`config.mk`:
```
export PLATFORM = sky130hd
export DESIGN_NAME = fp_mult_arbiter
export DESIGN_NICKNAME = d
export VERILOG_FILES = /design/src/rtl/fp_mult_arbiter.sv
export SDC_FILE = /design/constraint.sdc
export NUM_CORES = 1
export LEC_CHECK = 0
export ABC_AREA = 1
export BUFFER_PORTS_ARGS = -buffer_cell sky130_fd_sc_hd__buf_2
export CAP_MARGIN = 40
export CORE_AREA = 3 3 155 157
export CTS_CLUSTER_SIZE = 40
export DETAILED_ROUTE_END_ITERATION = 16
export DIE_AREA = 0 0 158 160
export PLACE_DENSITY = 0.65
export SKIP_CTS_REPAIR_TIMING = 1
export SLEW_MARGIN = 20
export SYNTH_ARGS = -nofsm -noshare
export SYNTH_HDL_FRONTEND = slang
export SYNTH_SLANG_ARGS = --single-unit
```
`constraint.sdc`:
```
create_clock -name clk -period 2.53 [get_ports clk]
set_input_delay 0.253 -clock clk [delete_from_list [all_inputs] [get_ports clk]]
set_output_delay 0.253 -clock clk [all_outputs]
set_load 0.1 [all_outputs]
```
`src/rtl/fp_mult_arbiter.sv`:
```
// Round-robin arbiter sharing one multi-cycle FP multiplier among NUM_REQ
// requesters. Operands are latched at grant, the multiplier is driven with an
// enable held until done, and a watchdog turns a hung multiplier into a quiet
// NaN result flagged by err. Each operation ends with a one-cycle ack.
module fp_mult_arbiter #(
  parameter int NUM_REQ     = 4,
  parameter int TIMEOUT_CYC = 64
) (
  input  logic                   clk,
  input  logic                   reset,
  input  logic [NUM_REQ-1:0]     req,
  input  logic [32*NUM_REQ-1:0]  req_dataa,
  input  logic [32*NUM_REQ-1:0]  req_datab,
  output logic [NUM_REQ-1:0]     ack,
  output logic [31:0]            result,
  output logic                   err,
  output logic                   busy,
  output logic                   mult_enable,
  output logic [31:0]            mult_dataa,
  output logic [31:0]            mult_datab,
  input  logic [31:0]            mult_result,
  input  logic                   mult_done
);

  localparam int          IDX_W = $clog2(NUM_REQ);
  localparam int          CNT_W = $clog2(TIMEOUT_CYC + 1);
  localparam logic [31:0] QNAN  = 32'h7FC00000;

  typedef enum logic [1:0] {IDLE, BUSY, RESP} state_t;

  state_t           state;
  logic [IDX_W-1:0] grant_idx;
  logic [IDX_W-1:0] last_grant;
  logic [IDX_W-1:0] rr_win;
  logic [CNT_W-1:0] wd_cnt;
  logic [31:0]      sel_a;
  logic [31:0]      sel_b;

  // First requester found searching from last+1 upward with wrap-around.
  // Walking the offsets from farthest to nearest lets the nearest one win.
  function automatic logic [IDX_W-1:0] rr_pick(input logic [NUM_REQ-1:0] r,
                                               input logic [IDX_W-1:0]   last);
    logic [IDX_W-1:0] pick;
    logic [IDX_W-1:0] idx_l;
    int               idx;
    pick = last;
    for (int i = NUM_REQ; i >= 1; i--) begin
      idx   = (int'(last) + i) % NUM_REQ;
      idx_l = IDX_W'(idx);
      if (r[idx_l]) pick = idx_l;
    end
    return pick;
  endfunction

  function automatic logic [NUM_REQ-1:0] one_hot(input logic [IDX_W-1:0] idx);
    return NUM_REQ'(1) << idx;
  endfunction

  // Round-robin winner and its operand pair, consumed only in IDLE.
  always_comb begin
    rr_win = rr_pick(req, last_grant);
    sel_a  = '0;
    sel_b  = '0;
    for (int i = 0; i < NUM_REQ; i++) begin
      if (rr_win == IDX_W'(i)) begin
        sel_a = req_dataa[32*i +: 32];
        sel_b = req_datab[32*i +: 32];
      end
    end
  end

  // Control FSM with all outputs registered; RESP forces an enable-low gap.
  always_ff @(posedge clk) begin
    if (reset) begin
      state       <= IDLE;
      last_grant  <= IDX_W'(NUM_REQ - 1);
      grant_idx   <= '0;
      wd_cnt      <= '0;
      ack         <= '0;
      result      <= '0;
      err         <= 1'b0;
      busy        <= 1'b0;
      mult_enable <= 1'b0;
      mult_dataa  <= '0;
      mult_datab  <= '0;
    end else begin
      ack <= '0;
      case (state)
        IDLE: begin
          if (|req) begin
            grant_idx   <= rr_win;
            last_grant  <= rr_win;
            mult_dataa  <= sel_a;
            mult_datab  <= sel_b;
            wd_cnt      <= '0;
            mult_enable <= 1'b1;
            busy        <= 1'b1;
            state       <= BUSY;
          end
        end
        BUSY: begin
          wd_cnt <= wd_cnt + CNT_W'(1);
          if (mult_done) begin
            result      <= mult_result;
            err         <= 1'b0;
            mult_enable <= 1'b0;
            ack         <= one_hot(grant_idx);
            state       <= RESP;
          end else if (wd_cnt == CNT_W'(TIMEOUT_CYC - 1)) begin
            result      <= QNAN;
            err         <= 1'b1;
            mult_enable <= 1'b0;
            ack         <= one_hot(grant_idx);
            state       <= RESP;
          end
        end
        RESP: begin
          busy  <= 1'b0;
          state <= IDLE;
        end
        default: state <= IDLE;
      endcase
    end
  end

endmodule

```
==> flow_summary.ini <==
[place]
hpwlAfterDp_um = 20280
dpl.cell_count = 1696
place_congestion = 0.9095
io_buffer_count = 397

[die]
coreArea_um2 = 22640
die_y_um = 160
die_area_um2 = 25280
die_x_um = 158
start_util = 0.2927
num_rows = 55
pin_count = 398

[yosys]
seq_area_frac_synth = 0.3505
syn_area_per_cell_um2 = 6.199
synthCells = 1069
ys_ff_latch = 116
synth_cell_type_count = 29
yosysWarnings = 0
syn-num-nets = 1365
netlist_area_um2 = 6626

[critical_path]
path_class = reg -> reg
r2r_slack_ns = 0.23
startpoint_type = flop
endpoint = mult_datab[4]
r2r-end = mult_datab[4]
path_max_fanout = 24
arrival_ns = 2.64
r2r.worst_path.cells = 14
startpoint = last_grant[0]
end_kind = flop
crit_required_ns = 2.87
r2r-start = last_grant[0]

[cts]
numCtsBuffers = 17
tritoncts = done
cts_buffer_depth = 2
clock-sinks = 116
clock_latency_ns = 0.41
cts_htree_levels = 4
cts_root_buf = clkbuf_16
cts.clk_slew.worst_paths_ns = 0.06

[worst_hold_path]
hold_class = in -> reg

[sta]
slew_headroom = 0.6101
rsz0062_at_grt = false
final-setup-viol-count = 0
period_needed_ns = 2.300
fin_skew_ns = 0.008196
worst_pin_slew_ns = 0.5848
slew_violations = 0
post-route-period-util = 0.9093
hold_viol = 0
hold_ws_ns = 0.05131
fmax_mhz = 434.7
fin_tns_setup_ns = 0

[routing]
routed_wl_um = 26910
num_vias = 8244
ant_nets = 0
drt_pre_antenna_iters = 5
vias_per_cell = 4.768
drc = 0
wl_per_cell_um = 15.57
drt_iter0_markers = 512

[run_status]
status = finished clean

[run]
drv_cap = 0

[layout]
drive_gt1_frac = 0.3229
num-nets-final = 1726
area_growth_pct = 42.24
final_cell_count_no_fill = 1729

[pwr]
power.density_nw_per_um2 = 1683
p_leak_nw = 4.922
ir_drop_mv = 0.9101

[global_route]
grt_pass1_vias = 7692
grt_use_total = 0.2032
grt_antenna_before_repair = 5
overflow = 0
grt_pass1_wl_um = 40660
grt_max_degree = 74
[worst min path at each step]
stage | from | to | slack, ns | depth (start not counted)
6_report | mult_result[25] | result[25] | 0.05 | 3
5_1_grt | mult_result[25] | result[25] | 0.04 | 3
3_3_place_gp | result[19] | result[19] | 0.45 | 2
2_1_floorplan | mult_result[22] | result[22] | 0.38 | 2
3_5_place_dp | result[18] | result[18] | 0.45 | 2
4_1_cts | mult_result[26] | result[26] | 0.03 | 3
[layout make-up]
type                            instances  area [um^2]
Multi-Input combinational cell        831         3760
Inverter                               47        178.9
Tap cell                              285        356.6
Clock buffer                           17        425.4
Clock inverter                         15        145.1
Fill cell                            2433        13220
Sequential cell                       116         2322
Timing Repair Buffer                  417         2235
Antenna cell                            1        2.502
[routing by layer]
metal | vias to the layer above | global-route usage | wire length, um
li1 | 4144 | - | -
met1 | 3685 | 0.2467 | 10980
met2 | 347 | 0.3449 | 13230
met3 | 60 | 0.04959 | 1898
met4 | 8 | 0.07783 | 753
met5 | - | 0 | 46
[critical path, cell delays in order (launching register included)]
cell and delay (ns):
dfxtp_1 0.47, buf_4 0.19, nand2_1 0.05, nand2_1 0.08, nand2_1 0.10, nand2_1 0.10
inv_2 0.05, nand3_4 0.16, nand2_4 0.18, nor2_4 0.14, buf_4 0.30, nand2_1 0.12
nand3b_1 0.11, nand2_1 0.05, a21oi_1 0.10
[cells by family after synthesis]
group                    after synthesis  synth area share
AO/OA/AOI/OAI                        119           0.09347
adder cells (fa/ha/maj)                1          0.001888
AND/OR/NAND/NOR                      711            0.4668
flip-flops                           116            0.3505
buffers and inverters                122           0.08742
[metrics by stage]
| step | utilization | total power [mW] | instance area (um^2) | worst slack [ns] |
|---|---|---|---|---|
| 6_report | 0.4163 | 15.86 | 9425 | 0.2296 |
| 5_1_grt | 0.4163 | 16.93 | 9425 | 0.02268 |
| 4_1_cts | 0.4159 | 16.02 | 9415 | 0.1500 |
| 3_5_place_dp | 0.3907 | 13.57 | 8845 | 0.1620 |
| 3_3_place_gp | 0.3907 | 13.49 | 8845 | 0.2222 |
| 2_1_floorplan | - | 11.36 | 6626 | 0.7218 |
[synthesized netlist by cell type, drive strengths merged]
library cell | number | share of area
a32o | 1 | 0.0015
inv | 47 | 0.027
nand2 | 398 | 0.23
a21oi | 99 | 0.075
nor3 | 10 | 0.0076
or2 | 5 | 0.0047
a221oi | 2 | 0.0026
ha | 1 | 0.0019
o211ai | 2 | 0.0023
dfxtp | 116 | 0.35
nand3 | 100 | 0.078
o21ai | 14 | 0.011
nand3b | 61 | 0.069
buf | 42 | 0.042
nor2 | 135 | 0.078
nand4 | 2 | 0.0019
clkbuf | 33 | 0.019
a21boi | 1 | 0.0017
[report_power, final]
group | total, mW | leakage (nW) | internal [mW] | switching (mW)
Sequential | 2.72 | 0.954 | 2.42 | 0.306
Clock | 2.38 | 0.283 | 1.38 | 1.00
Combinational | 10.8 | 3.68 | 2.65 | 8.11
Total | 15.9 | 4.92 | 6.44 | 9.42
[registers in the layout (all words and copies together), names as in the netlist]
register and flops:
grant_idx 2, busy 1, wd_cnt 7, last_grant 2, err 1, result 32, state 2, mult_enable 1
mult_dataa 32, mult_datab 32, ack 4
[cell usage in the layout, fill, tap and decap left out, types with 3 or more instances in the layout]
cell type,instances
nand3_4,3
nor3_1,10
dfxtp_1,116
nand3b_1,61
buf_12,7
clkbuf_16,17
or2_2,5
buf_2,396
clkinv_2,3
o21ai_0,13
nand3_1,97
buf_4,12
inv_6,6
a21oi_1,99
inv_1,45
nor2_1,134
nand2_1,393
nand2_2,3
Power figures use the tool's default switching activity.
